===== src/rtl/bus_arbiter.sv =====
// bus_arbiter: two-master bus arbiter with round-robin tie break,
// a beat limit that forces rearbitration, and locked-ownership support.
// All outputs are registered; every state change is qualified by HREADY.
module bus_arbiter #(
    parameter int unsigned MAX_BEATS = 16
) (
    input  logic       CLK,
    input  logic       RST_N,
    input  logic       HBUSREQ_1,
    input  logic       HBUSREQ_2,
    input  logic       HLOCK_1,
    input  logic       HLOCK_2,
    input  logic       HREADY,
    output logic       HGRANT_1,
    output logic       HGRANT_2,
    output logic [1:0] HMASTER,
    output logic [1:0] SEL,
    output logic       HMASTLOCK
);

    typedef enum logic [1:0] {
        IDLE   = 2'b00,
        OWN_M1 = 2'b01,
        OWN_M2 = 2'b10
    } state_t;

    localparam logic [7:0] BEAT_LAST = 8'(MAX_BEATS - 1);

    state_t     state;
    state_t     state_nxt;
    logic [7:0] beat_cnt;
    logic [7:0] beat_nxt;
    logic       last_m2;
    logic       last_m2_nxt;
    logic       mastlock_nxt;

    // Next owner: tie goes to the master that did not own last.
    always_comb begin
        state_nxt = state;
        case (state)
            IDLE: begin
                if (HBUSREQ_1 && HBUSREQ_2)
                    state_nxt = last_m2 ? OWN_M1 : OWN_M2;
                else if (HBUSREQ_1)
                    state_nxt = OWN_M1;
                else if (HBUSREQ_2)
                    state_nxt = OWN_M2;
            end
            OWN_M1: begin
                if (!HBUSREQ_1)
                    state_nxt = HBUSREQ_2 ? OWN_M2 : IDLE;
                else if (!HLOCK_1 && HBUSREQ_2 && beat_cnt == BEAT_LAST)
                    state_nxt = OWN_M2;
            end
            OWN_M2: begin
                if (!HBUSREQ_2)
                    state_nxt = HBUSREQ_1 ? OWN_M1 : IDLE;
                else if (!HLOCK_2 && HBUSREQ_1 && beat_cnt == BEAT_LAST)
                    state_nxt = OWN_M1;
            end
            default: state_nxt = IDLE;
        endcase
    end

    // Beat counter, last-owner flag and lock qualifier for the next owner.
    always_comb begin
        beat_nxt     = beat_cnt;
        last_m2_nxt  = last_m2;
        mastlock_nxt = 1'b0;
        if (state_nxt != state || state_nxt == IDLE)
            beat_nxt = '0;
        else if (beat_cnt != BEAT_LAST)
            beat_nxt = beat_cnt + 8'd1;
        if (state_nxt == OWN_M1) begin
            last_m2_nxt  = 1'b0;
            mastlock_nxt = HLOCK_1;
        end else if (state_nxt == OWN_M2) begin
            last_m2_nxt  = 1'b1;
            mastlock_nxt = HLOCK_2;
        end
    end

    // State and output registers; everything holds while HREADY is low.
    always_ff @(posedge CLK or negedge RST_N) begin
        if (!RST_N) begin
            state     <= IDLE;
            beat_cnt  <= '0;
            last_m2   <= 1'b1;
            HGRANT_1  <= 1'b0;
            HGRANT_2  <= 1'b0;
            HMASTER   <= '0;
            SEL       <= '0;
            HMASTLOCK <= 1'b0;
        end else if (HREADY) begin
            state     <= state_nxt;
            beat_cnt  <= beat_nxt;
            last_m2   <= last_m2_nxt;
            HGRANT_1  <= (state_nxt == OWN_M1);
            HGRANT_2  <= (state_nxt == OWN_M2);
            HMASTER   <= state_nxt;
            SEL       <= HMASTER;
            HMASTLOCK <= mastlock_nxt;
        end
    end

endmodule

===== config.mk =====
export PLATFORM = sky130hd
export DESIGN_NAME = bus_arbiter
export DESIGN_NICKNAME = d
export VERILOG_FILES = /design/src/rtl/bus_arbiter.sv
export SDC_FILE = /design/constraint.sdc
export NUM_CORES = 1
export LEC_CHECK = 0
export BUFFER_PORTS_ARGS = -buffer_cell sky130_fd_sc_hd__clkbuf_2
export CORE_ASPECT_RATIO = 0.6
export CORE_MARGIN = 2
export CORE_UTILIZATION = 40
export DETAILED_ROUTE_END_ITERATION = 8
export PLACE_DENSITY = 0.63
export SLEW_MARGIN = 20
export SYNTH_ARGS = -nofsm -noshare
export SYNTH_HDL_FRONTEND = slang
export SYNTH_SLANG_ARGS = --single-unit

===== constraint.sdc =====
create_clock -name CLK -period 4.2 [get_ports CLK]
set_clock_uncertainty 0.05 [all_clocks]
set_input_delay 0.63 -clock CLK [delete_from_list [all_inputs] [get_ports CLK]]
set_output_delay 0.63 -clock CLK [all_outputs]
set_load 0.005 [all_outputs]

Word-level counts from Yosys, hierarchy flattened:

Index checks and enable logic that the tools add are counted.

* logic and storage cells: 46
* flip-flop bits (word level): 16
* output and inout port bits: 7

* $add $sub $neg: 1
* mux-type cells: 17
* equal/unequal tests: 7
* reduce and logical (&&, ||, !) cells: 14

Operator list (count)
* two-way mux 2 bit: 9
* two-way mux 8 bit: 2
* adder 8 x 1 -> 8 bit (second input constant): 1
* equality test 8 x 4 -> 1 bit (second input constant): 1
* != test 8 x 4 -> 1 bit (second input constant): 1
* one-hot mux 2 bit (3 select lines): 1
* logical AND 1 bit: 5
* two-way mux 1 bit: 5
* equality test 2 x 1 -> 1 bit (second input constant): 2
* equality test 2 bit (second input constant): 2
* logical NOT 2 bit: 2
* AND reduction 2 bit: 2
* nonzero test 2 bit: 2
* logical NOT 1 bit: 2
* != test 2 bit: 1
* logical OR 1 bit: 1

Depth between registers and ports, before layout:

Gate-level depths: netlist (run 1).

* depth in word-level cells: 10
* mapped depth: 9

Least setup slack after synthesis (run 1):

No wires, ideal clock.

* path kind: flip-flop to flip-flop
* from: register beat_cnt[5]
* to: register last_m2
* path buffers: 0
* arrival time: 1.925 ns
* period minus slack after synthesis: 2.054 ns
* stages on the path, launching flop included: 7
* setup slack: 2.146 ns
* library setup time: 0.079 ns
* cell sequence: dfrtp_1 or4_4 o31ai_2 a32oi_2 ha_1 nand2b_1 o21ai_0

* cells in the longest elaborated chain, start to end: 8

RTL lines
* start: declaration: RTL line 31 `logic [7:0] beat_cnt;`
* start signal: assignment: RTL line 96 `beat_cnt <= beat_nxt;`
* equality test 8 x 4 -> 1 bit *: RTL line 52, 58
* logical AND 1 bit (on tied branches): RTL line 58, 52
* two-way mux 2 bit (on tied branches): RTL line 58, 52
* two-way mux 2 bit (on tied branches): RTL line 56, 50
* one-hot mux 2 bit (3 select lines) *: RTL line 40 `case (state)`
* equality test 2 x 1 -> 1 bit / equality test 2 bit (equally long branches): RTL line 74, 77
* nonzero test 2 bit (no source line)
* AND reduction 2 bit (no source line)
* end signal: assignment: RTL line 97 `last_m2 <= last_m2_nxt;`
* end: declaration: RTL line 33 `logic last_m2;`

Mark *: on every way between the ends. The rest lies on a longest branch, timed or not.
A chain may end at the register's enable or synchronous reset.

Final worst setup path (run 1):

* from: register beat_cnt[4]
* to: register HMASTLOCK

* cells in the longest elaborated chain, start to end: 8

RTL lines
* equality test 8 x 4 -> 1 bit *: RTL line 52, 58
* logical AND 1 bit (on tied branches): RTL line 58, 52
* two-way mux 2 bit (on tied branches): RTL line 58, 52
* two-way mux 2 bit (on tied branches): RTL line 56, 50
* one-hot mux 2 bit (3 select lines) *: RTL line 40
* via state_nxt[0]: RTL line 30 `state_t state_nxt;`
* equality test 2 bit: RTL line 77 `end else if (state_nxt == OWN_M2) begin`
* two-way mux 1 bit: RTL line 77
* two-way mux 1 bit *: RTL line 74 `if (state_nxt == OWN_M1) begin`
* end signal: assignment: RTL line 102 `HMASTLOCK <= mastlock_nxt;`
* end: declaration: RTL line 18 `output logic HMASTLOCK`

The timed path passes the listed nets; every way through them passes the cells marked *.

==> results of run 1 <==
[cells by family (layout without fill, tap and decap cells)]
group,after synthesis,count (layout),synth area share
simple gates,39,39,0.215
compound gates,30,30,0.211
flops,16,16,0.406
buf+inv,14,26,0.0531
mux,7,7,0.0771
fa+ha+maj,3,3,0.0379
[synthesized netlist by cell type (2+ instances only)]
cell | number | area [µm²]
nand3_1 | 4 | 20.0
mux2i_1 | 2 | 20.0
o22ai_1 | 2 | 12.5
nand4_1 | 3 | 18.8
nand2_1 | 7 | 26.3
o21ai_0 | 7 | 35.0
mux2_2 | 5 | 56.3
a21oi_2 | 2 | 17.5
nor2b_1 | 4 | 25.0
a21oi_1 | 5 | 25.0
dfrtp_1 | 15 | 375
inv_1 | 9 | 33.8
nor2_1 | 7 | 26.3
nand3b_1 | 3 | 22.5
o211ai_1 | 2 | 15.0
ha_1 | 3 | 37.5
nor4_1 | 2 | 12.5
nand2b_1 | 4 | 25.0
a31oi_1 | 3 | 18.8
clkbuf_1 | 5 | 18.8
[stage by stage]
step                cells  total power, mW  setup slack [ps]
floorplan             109            0.291              2150
global route          151            0.488              1630
detailed placement    147            0.336              1910
global placement      147            0.332              1990
finish                151            0.454              1880
CTS                   151            0.458              1880
[flip-flops by register name (all words and copies together) (netlist names)]
name and cells:
HGRANT_1 1, HGRANT_2 1, HMASTLOCK 1, SEL 2
beat_cnt 8, last_m2 1, state 2
[worst max-delay path by stage]
stage	from	end
6_report	beat_cnt[4]	HMASTLOCK
5_1_grt	beat_cnt[4]	HMASTLOCK
4_1_cts	beat_cnt[4]	HMASTLOCK
3_5_place_dp	beat_cnt[4]	HMASTLOCK
3_3_place_gp	beat_cnt[5]	HMASTLOCK
2_1_floorplan	beat_cnt[5]	last_m2
[final cells by class]
| class | count | area (µm²) | area share |
|---|---|---|---|
| clock buffer | 4 | 45.0 | 0.0403 |
| multi-input combinational | 79 | 536 | 0.479 |
| tap | 30 | 37.5 | 0.0336 |
| sequential | 16 | 402 | 0.359 |
| timing repair buffer | 13 | 65.1 | 0.0582 |
| inverter | 9 | 33.8 | 0.0302 |
[layer usage]
metal  vias up  GRT usage  routed length [µm]  part of all wire
met3         5     0.0672                 131             0.056
met5         -          0                   0                 0
met1       412      0.302                1270              0.54
li1        419          -                   -                 -
met4         0     0.0600                  33             0.014
met2        21      0.225                 902              0.39
[power by group]
part	leakage, nW	total, mW	switching, mW	internal (mW)
clock network	0.0228	0.119	0.0519	0.0673
registers	0.207	0.217	0.0311	0.186
logic	0.262	0.118	0.0635	0.0544
total	0.491	0.454	0.147	0.307
==> results by stage, run 1 <==
Run status:
- The flow ran to the end, and the final reports show no timing, DRC or antenna violations.

Timing:
- Dividing the final minimum period by the clock period gives 0.553.
- The final hold slack is roughly 250 ps.
- In this run the tightest slew margin relative to its limit is 0.578.
- The clock period minus worst slack is approximately 2300 ps.
- The final setup violation count is 0.
- Setup repair after global routing left no endpoint under its margin.
- The count of endpoints failing hold in the final timing report came to 0.
- The count of final max-slew check failures is 0.
- The pin slew with the least headroom to its limit is 627 ps.
- The maximum frequency from static timing analysis is 0.431 GHz.
- The setup TNS is 0 ps.

Critical path:
- The reg-to-reg critical path endpoint is HMASTLOCK.
- The worst endpoint data arrival time is approximately 2400 ps.
- The most numerous cell type found on the critical path is a21oi_1.
- The largest single stage delay on the critical path is ~600 ps.
- The cell count along the critical path is 7.
- The depth of the worst register-to-register path is 7.
- The maximum fanout count along the critical path is 7.
- For this design, the slowest cell found on the critical path is nor4_1.
- Traced cell by cell, the critical path runs through nor4_1, nand4_1, a32oi_2, inv_1, ha_1, a21oi_1, a21oi_1.
- The endpoint type of the worst setup path is a flip-flop.
- The critical path is of the flip-flop to flip-flop type.
- Counting both buffers and inverters, the worst setup path holds a total of 1.
- The setup check on the worst reg-to-reg path leaves a slack of approximately 1900 ps.
- The critical path data required time is 4250 ps.
- The worst setup path is launched from a flip-flop.
- The worst register-to-register path begins at beat_cnt[4].
- On the critical path the largest part of the delay comes from simple AND/OR/NAND/NOR gates.

Placed design:
- Routability-driven placement finished with a final weighted congestion of 0.768.
- Summing all placed instances gives a cell area of between 1000 and 1500 µm².
- The HPWL after detailed placement is 1.72 mm.
- Port buffering added 13 buffers.

Cells and area:
- The top cell types in the final layout, fill and taps aside, are dfrtp_1, clkbuf_2, inv_1.
- Leaving out fill and tap cells, the most frequent cell in the layout is dfrtp_1.
- The final core utilization is 0.498.
- Compared with the post-synthesis result, the final layout area differs by 13.0%.
- In the final design database the tool counted between 100 and 150 nets.
- The number of inserted filler cells in the final layout is around 240.
- The final design instance area without fill is 1120 µm².
- Of the cells placed in the final design, the portion with a size suffix greater than 1 is 0.231.
- The final antenna diode count is 0.

Logic synthesis:
- The mean instance size in the synthesized netlist is 9.08 µm².
- The number of instances in the synthesized netlist is about 110.
- The synthesized design contains 0 enable-type register cells.
- The area of the mapped netlist is 990 µm².
- The number of warnings issued by yosys is 0.
- For this run, asynchronously set or reset flops after synthesis account for 1.00.
- In this run, synthesis produced a sequential element count of 16.
- Among all flip-flop cells after synthesis, the most frequent one is dfrtp_1.
- After synthesis, the netlist uses 35 different library cells.
- The post-synthesis sequential area ratio is 0.406.
- The number of nets handed over by synthesis was 119.

Global route:
- The initial antenna violation count is 0.
- The first global-routing pass estimated approximately 4 mm of wire.
- The via count of the first global-routing pass is 818.
- The all-layer global routing usage is 0.189.
- For this run the aggregate overflow at the end of global routing stands at 0.
- Entering global routing, the biggest net connects 27 pins.

Drt:
- After detailed routing, the number of remaining DRC violations is 0.
- The count of nets left with antenna violations after detail routing is 0.
- The via density per instance is between 5 and 6.
- The routed length per placed instance is ~15 µm.
- Before antenna repair, the detailed router went through 4 iterations.
- The detailed router finished its first iteration with 96 violations.
- For this block, the via count after detailed routing is 857.
- The sum of routed wire length over all layers is about 2.3 mm.

Floorplanning:
- The overall die width is ~70 µm.
- The number of placed I/O pins is 14.
- The initial utilization of the core area, before any placement, comes to 0.441.
- The region available for standard cell placement spans ~2200 µm².
- The initialized floorplan defines 13 standard-cell rows.
- The die covers between 2000 and 3000 µm².
- The die height is 42.5 µm.

CTS:
- The insertion delay of the later-clocked pin in the worst-skew pair is around 250 ps.
- The number of buffers inserted to repair setup after CTS is 0.
- Clock tree synthesis selected as its root buffer the cell clkbuf_8.
- CTS built an H-tree with a depth of 1.
- The number of gates resized after CTS is 0.
- Hold repair after CTS inserted 0 buffers.
- The clock slew at the register clock pins of the worst setup and hold paths is 60 ps.
- The clock tree from TritonCTS is yes.
- The clock passes through at most 2 buffers.
- The sink count of the clock tree is 16.
- Buffers inserted during clock tree synthesis total 3.

Power:
- The static leakage is ~0.49 nW.
- Dividing total power by cell area gives a power density of around 410 nW/µm².
- The highest ir drop seen on vdd is 0.000143 V.

Flow run:
- Max-cap violations in this run came to 0.

Worst hold path:
- The path type of the worst min-delay path is input pin to async pin.
(Power assumes the default switching activity.)
==> run 2: changes to the inputs <==
--- a/config.mk
+++ b/config.mk
@@ -10,7 +10,7 @@
 export CORE_MARGIN = 2
 export CORE_UTILIZATION = 40
 export DETAILED_ROUTE_END_ITERATION = 8
-export PLACE_DENSITY = 0.63
+export PLACE_DENSITY = 0.65
 export SLEW_MARGIN = 20
 export SYNTH_ARGS = -nofsm -noshare
 export SYNTH_HDL_FRONTEND = slang
==> constraint.sdc (replaced) <==
create_clock -name CLK -period 2 [get_ports CLK]
set_clock_uncertainty 0.05 [all_clocks]
set_input_delay 0.3 -clock CLK [delete_from_list [all_inputs] [get_ports CLK]]
set_output_delay 0.3 -clock CLK [all_outputs]
set_load 0.005 [all_outputs]
==> run 2 against run 1 <==
Net effect:
- the flow now finishes with violations (negative setup slack)
- total power is 150% higher
- combinational power grew to 3.2 times the previous value
- non-clock buffer count is 17 higher
- largest power group unchanged
==> results by stage, run 2 (synthesis gave the netlist of run 1 again) <==
Run status:
- The flow ran to the end, but the final reports show violations.
- The final reports fail on negative setup slack.

Critical path:
- The worst reg-to-reg setup slack is -70 ps (-1940 ps).
- The worst endpoint data arrival time is 2130 ps (-250 ps).
- The slowest stage of the critical path is the or4_4 cell.
- The depth of the worst register-to-register path came to 8 (+1).
- The critical path goes through or4_4, o31ai_4, a32oi_2, inv_2, ha_4, nor2_1, a21oi_2, a21oi_1.
- The critical path in this run is classified as flip-flop to flip-flop.
- The reg-to-reg critical path endpoint is HMASTLOCK.
- The kind of cell with the highest combined delay along the critical path is simple AND/OR/NAND/NOR gates.
- The peak per-stage delay on the critical path came to 550 ps (-40 ps).
- The maximum fanout count along the critical path is 4 (-3).
- The count of buffering cells on the critical path with inverters included is 1 (unchanged).
- The startpoint identified for the worst register-to-register timing path is beat_cnt[7].
- The critical path data required time is 2070 ps (-2180 ps).
- The type of element launching the critical path is a flip-flop.
- The endpoint type of the worst setup path is a flip-flop.

CTS:
- In this run the clock root is driven by a clkbuf_8.
- The clock tree from TritonCTS is yes.
- The insertion delay of the later-clocked pin in the worst-skew pair is 250 ps (about the same).
- The TritonCTS buffer count came to 3 (unchanged).
- The number of levels in the clock H-tree came to 1 (unchanged).
- The clock slew at the register clock pins of the worst setup and hold paths came to 60 ps (about the same).
- The maximum clock insertion buffer count is 2 (unchanged).
- The sink count of the clock tree is 16 (unchanged).

Drt:
- The count of nets left with antenna violations after detail routing was 0 (unchanged).
- The sum of routed wire length over all layers is 2.89 mm (+24%).
- The total DRC errors in the routed layout is 0 (unchanged).
- The routed length per placed instance is 17.2 µm (+11%).
- The via density per instance is 5.51 (-3.0%).
- The via count is 925 (+7.9%).
- The total iterations of the first detailed-routing run is 4 (unchanged).
- The detailed router's first-iteration violation count is 101 (+5.2%).

Global route:
- The pin count of the biggest net entering global routing is 27 (unchanged).
- The all-layer global routing usage is 0.228 (+0.0393).
- The first-pass GRT wire length is 4.69 mm (+19%).
- The via count of the first global-routing pass was 958 (+17%).
- The initial antenna violation count is 0 (unchanged).
- The sum of overflow across all layers after global routing is 0 (unchanged).

Cells and area:
- The number of flip-flops under the largest register name is 8 (unchanged).
- The synthesis-to-finish area growth is 35.1%.
- The number of inserted filler cells in the final layout is 196 (-17%).
- In the final layout, the registers with the most flip-flops are beat_cnt: 8 flops, SEL: 2 flops, state: 2 flops.
- The number of nets in the finished design came to 149 (+13%).
- The final core utilization was 0.596 (+0.0975).
- The final antenna diode count was 0 (unchanged).
- Ranked by flip-flop count, first place goes to beat_cnt.
- The final design instance area without fill came to 1340 µm² (+20%).
- Leaving out fill and tap cells, the most frequent cell in the layout is buf_4.
- The share of cells above drive strength 1 was 0.413 (+0.182).
- Leaving out fill and tap cells, the most frequent cells in the layout are buf_4, dfrtp_1, clkbuf_2, inv_1, nor2_1.

Flow run:
- The max-capacitance violation count was 0 (unchanged).

Placed design:
- The post-place instance area came to 1180 µm² (+10%).
- The number of buffer cells added on primary ports was 13 (unchanged).
- The HPWL after detailed placement was 1.96 mm (+14%).
- The routability congestion estimate from global placement is 0.853 (+11%).

Power:
- The power per cell area was 832 nW/µm² (+100%).
- The highest ir drop seen on vdd is 0.000456 V (+220%).
- The static leakage is 0.591 nW (+20%).

Timing:
- The count of endpoints failing hold in the final timing report is 0 (unchanged).
- The ratio of final minimum period to clock period is 1.03 (+0.480).
- The smallest setup slack after layout came to -65.5 ps (-1940 ps).
- The count of final max-slew check failures came to 0 (unchanged).
- The clock period minus worst slack is 2070 ps (-257 ps).
- The final setup violation count is 2 (+2).
- Setup repair after global routing could not meet its margin everywhere.
- The pin slew with the least headroom to its limit is 569 ps (-57.7 ps).
- The maximum frequency from static timing analysis came to 0.484 GHz (+12%).
- The tightest slew margin relative to the limit is 0.620 (+0.0424).

Worst hold path:
- The endpoint of the worst hold-timing path is HMASTLOCK.
- The path type of the worst min-delay path is input pin to flip-flop.
- The startpoint of the tightest hold check path is HLOCK_1.
- Along the worst hold path, the cell count comes to 3.

Floorplanning:
- The area of the core is 2240 µm² (unchanged).
- The die height is 42.5 µm (unchanged).
- The starting density of the core is 0.441 (unchanged).
- The number of standard-cell rows in the floorplan is 13 (unchanged).
- The overall die width is 68.2 µm (unchanged).
- The area of the die is 2900 µm² (unchanged).
- The number of placed I/O pins is 14 (unchanged).
run 2: cell types whose count changed in the layout (fill, tap and decap cells not counted), moves of 2 or more:
cell / change
buf_4: +16
ha_1: -2
inv_1: -2
inv_2: +2
run 2: area by class of cell:
class                           count  area, µm²  share of cell area
Sequential cell                    16        402               0.300
Inverter                            9       33.8              0.0253
Tap cell                           30       37.5              0.0281
Clock buffer                        4       55.1              0.0412
Timing Repair Buffer               30        195               0.146
Multi-Input combinational cell     79        614               0.459
run 2: worst max path at each step:
stage,endpoint,startpoint,slack (ps),cells after the start
after CTS,HMASTLOCK,beat_cnt[4],-20,8
after floorplan,last_m2,beat_cnt[4],-10,7
after detailed placement,HMASTLOCK,beat_cnt[6],-90,8
final,HMASTLOCK,beat_cnt[7],-70,8
after global routing,HMASTLOCK,beat_cnt[4],-130,10
after global placement,HGRANT_1,beat_cnt[4],-10,8
run 2: layer usage:
layer,part of all wire,up-vias,wire length (µm),track usage
li1,-,454,-,-
met1,0.47,443,1360,0.314
met2,0.47,24,1350,0.338
met3,0.055,4,158,0.0753
met4,0.0073,0,21,0.0680
met5,0,-,0,0
run 2: metrics by stage:
step	power, mW	hold slack, ps	setup TNS, ps	worst slack, ps	std cells
final	1.11	381	-103	-65.5	168
after CTS	1.09	354	-31.9	-20.2	166
after global placement	0.744	203	-38.9	-14.6	159
after global routing	1.17	387	-261	-127	168
after detailed placement	0.760	203	-237	-86.9	159
after floorplan	0.622	-45.6	-22.3	-11.7	109
run 2: worst min-delay path: cells and delay by family:
kind,cells,cell delay (ps)
compound gates,2,200
buf+inv,1,140
run 2: report_power, final:
| group | internal [mW] | leakage, nW | switching, mW | total [mW] |
|---|---|---|---|---|
| logic | 0.183 | 0.356 | 0.190 | 0.373 |
| registers | 0.390 | 0.207 | 0.0570 | 0.447 |
| clock network | 0.175 | 0.0288 | 0.117 | 0.292 |
run 2: timing repair:
action / in CTS / in global routing
gates resized for setup: 7 / 6
hold endpoints to repair: 15 / 0
buffers inserted: 2 / 2
hold buffers: 1 / 0
gates cloned: 0 / 0
endpoints found under the setup margin: 4 / 4
pin swaps: 3 / 2
==> run 3: changes to the inputs <==
--- a/config.mk
+++ b/config.mk
@@ -6,7 +6,6 @@
 export NUM_CORES = 1
 export LEC_CHECK = 0
 export BUFFER_PORTS_ARGS = -buffer_cell sky130_fd_sc_hd__clkbuf_2
-export CORE_ASPECT_RATIO = 0.6
 export CORE_MARGIN = 2
 export CORE_UTILIZATION = 40
 export DETAILED_ROUTE_END_ITERATION = 8
==> run 3 against run 2 <==
Net effect:
- the run now ends clean
- non-clock buffer count fell by 1
- clock power fell by 25%
- sequential share of layout area rose by 0.60 points
- cell area fell by 2.0%
- count of clock-buffer cells in the layout did not move
- total power fell by 8.6%
- final cell count fell by 0.60%
- worst setup slack improved by 70 ps
- worst hold slack got worse by 89 ps
- critical path depth fell by 1
- flip-flop and latch count did not move
- critical endpoint is now last_m2
- largest power group unchanged
- highest routed layer unchanged
==> results by stage, run 3 (synthesis gave the netlist of run 1 again) <==
Run status:
- The run finished with clean final reports.

Drt:
- The total DRC errors in the routed layout is 0 (unchanged).
- The via count is 860 (-7.0%).
- The detailed router's first-iteration violation count is 10 (-90%).
- The total iterations of the first detailed-routing run came to 4 (unchanged).
- The count of nets left with antenna violations after detail routing is 0 (unchanged).
- The via density per instance is 5.15 (-6.5%).
- The sum of routed wire length over all layers is 2.17 mm (-25%).
- The routed length per placed instance was 13.0 µm (-24%).

Global route:
- The sum of overflow across all layers after global routing was 0 (unchanged).
- The pin count of the biggest net entering global routing is 27 (unchanged).
- The via count of the first global-routing pass is 830 (-13%).
- The initial antenna violation count is 0 (unchanged).
- The first-pass GRT wire length is 3.64 mm (-23%).
- The all-layer global routing usage came to 0.173 (-0.0558).

CTS:
- The clock slew at the register clock pins of the worst setup and hold paths is 90 ps (+30 ps).
- The maximum clock insertion buffer count is 2 (unchanged).
- The TritonCTS buffer count is 3 (unchanged).
- The number of levels in the clock H-tree was 1 (unchanged).
- The tree is rooted in a clkbuf_4.
- The insertion delay of the later-clocked pin in the worst-skew pair was 290 ps (+40 ps).
- The sink count of the clock tree came to 16 (unchanged).
- The clock tree from TritonCTS is yes.

Critical path:
- The launching element of the worst setup path is beat_cnt[6].
- The count of buffering cells on the critical path with inverters included came to 0 (-1).
- The worst register-to-register path begins at beat_cnt[6].
- STA classifies the critical path startpoint as a flip-flop.
- The worst setup path is of the flip-flop to flip-flop kind.
- The signal on the critical path passes through or4_4, o31ai_4, a32oi_2, ha_2, nand2b_4, nand2_2, o21ai_1.
- The critical path data required time is 2180 ps (+110 ps).
- The worst setup path is captured at a flip-flop.
- The slowest stage cell on the critical path is or4_4.
- The worst endpoint data arrival time is 2170 ps (+40 ps).
- The kind of cell adding the most delay to the critical path is simple AND/OR/NAND/NOR gates.
- The peak per-stage delay on the critical path came to 580 ps (+30 ps).
- The maximum fanout count along the critical path is 3 (-1).

Cells and area:
- The final core utilization is 0.544 (-0.0517).
- The number of nets in the finished design is 148 (-0.67%).
- The synthesis-to-finish area growth is 32.5%.
- The flip-flop and latch area is 402 µm² (unchanged).
- The register with the most flip-flops is beat_cnt.
- The share of cells above drive strength 1 is 0.380 (-0.0335).
- Leaving out fill and tap cells, the most frequent cells in the layout are dfrtp_1, buf_4, clkbuf_2, inv_1, nor2_1.
- The number of flip-flops under the largest register name came to 8 (unchanged).
- The multi-input logic area is 614 µm² (unchanged).
- In the final layout, the registers with the most flip-flops are beat_cnt: 8 flops, SEL: 2 flops, state: 2 flops.
- The number of inserted filler cells in the final layout is 214 (+9.2%).
- The final antenna diode count came to 0 (unchanged).

Timing:
- The tightest slew margin relative to the limit is 0.628 (+0.00704).
- Setup repair after global routing could not meet its margin everywhere.
- The smallest setup slack after layout is 4.68 ps (+70.2 ps).
- The final setup violation count is 0 (-2).
- The clock period minus worst slack was 2000 ps (-70.2 ps).
- The count of endpoints failing hold in the final timing report came to 0 (unchanged).
- The ratio of final minimum period to clock period is 0.998 (-0.0351).
- The pin slew with the least headroom to its limit was 559 ps (-10.6 ps).
- The count of final max-slew check failures is 0 (unchanged).
- The maximum frequency from static timing analysis was 0.501 GHz (+3.5%).

Floorplanning:
- The starting density of the core was 0.411 (-0.0302).
- The number of standard-cell rows in the floorplan is 18 (+5).
- The number of placed I/O pins is 14 (unchanged).
- The area of the core is 2410 µm² (+7.4%).
- The area of the die is 2890 µm² (-0.45%).
- The overall die width was 53.7 µm (-21%).
- The die height is 53.7 µm (+26%).

Placed design:
- The routability congestion estimate from global placement is 0.771 (-9.6%).
- The pre-CTS worst setup slack is -42.2 ps (+44.6 ps).
- The number of buffer cells added on primary ports was 13 (unchanged).
- The HPWL after detailed placement is 1.59 mm (-19%).

Power:
- The static leakage came to 0.578 nW (-2.3%).
- The power per cell area is 775 nW/µm² (-6.8%).
- The total power is 1.02 mW (-8.6%).
- The highest ir drop seen on vdd came to 0.000499 V (+9.5%).

Flow run:
- The max-capacitance violation count is 0 (unchanged).

Worst hold path:
- In this run the most critical hold path is launched from HLOCK_1.
- The path type of the worst min-delay path is input pin to flip-flop.
-- run 3: cell types whose count changed in the layout (fill, tap and decap cells not counted), moves of 2 or more --
cell,change
inv_2,-2
clkbuf_4,+3
clkbuf_8,-3
inv_1,+2
-- run 3: cell type report --
type	instances	area share
Tap cell	30	0.0286
Multi-Input combinational cell	79	0.469
Inverter	9	0.0258
Clock buffer	4	0.0277
Timing Repair Buffer	29	0.143
Sequential cell	16	0.306
-- run 3: metrics by stage --
step                cells  setup TNS (ps)  cell area, µm²  hold slack (ps)
floorplan             109           -22.3            1010            -45.6
global placement      159           -5.93            1180              194
detailed placement    159           -93.8            1180              199
CTS                   164           -6.23            1230              286
global route          167            -234            1310              341
finish                167               0            1310              292
-- run 3: worst paths after layout --
check | endpoint | cells after the start | slack (ps)
min reg2reg | last_m2 | 2 | 450
min in group asynchronous | beat_cnt[2] | 2 | 400
max in group asynchronous | last_m2 | 2 | 1180
max | last_m2 | 7 | 5
max reg2reg | last_m2 | 7 | 5
min | HMASTLOCK | 3 | 290
-- run 3: timing repair --
item,in CTS,in global routing
hold buffers,1,0
resized for setup,1,9
pin swaps,4,2
setup endpoints to repair,3,4
endpoints found under the hold margin,15,0
setup buffers,0,3
-- run 3: report_power, final --
group	total, mW	leakage, nW	switching [mW]	internal (mW)
Clock	0.219	0.0210	0.108	0.111
Sequential	0.444	0.207	0.0550	0.389
Combinational	0.353	0.350	0.165	0.188
-- run 3: per-layer routing --
metal / vias up / part of all wire / track usage / wire length, µm
met4: 0 / 0.014 / 0.0769 / 31
li1: 452 / - / - / -
met5: - / 0 / 0 / 0
met3: 4 / 0.023 / 0.0194 / 49
met1: 391 / 0.48 / 0.233 / 1040
met2: 13 / 0.48 / 0.276 / 1050
-- run 3: worst reg2reg max path: stages, from the launching register on --
cell and delay (ps):
dfrtp_1 390, or4_4 580, o31ai_4 190, a32oi_2 140, ha_2 340, nand2b_4 120, nand2_2 50, o21ai_1 70
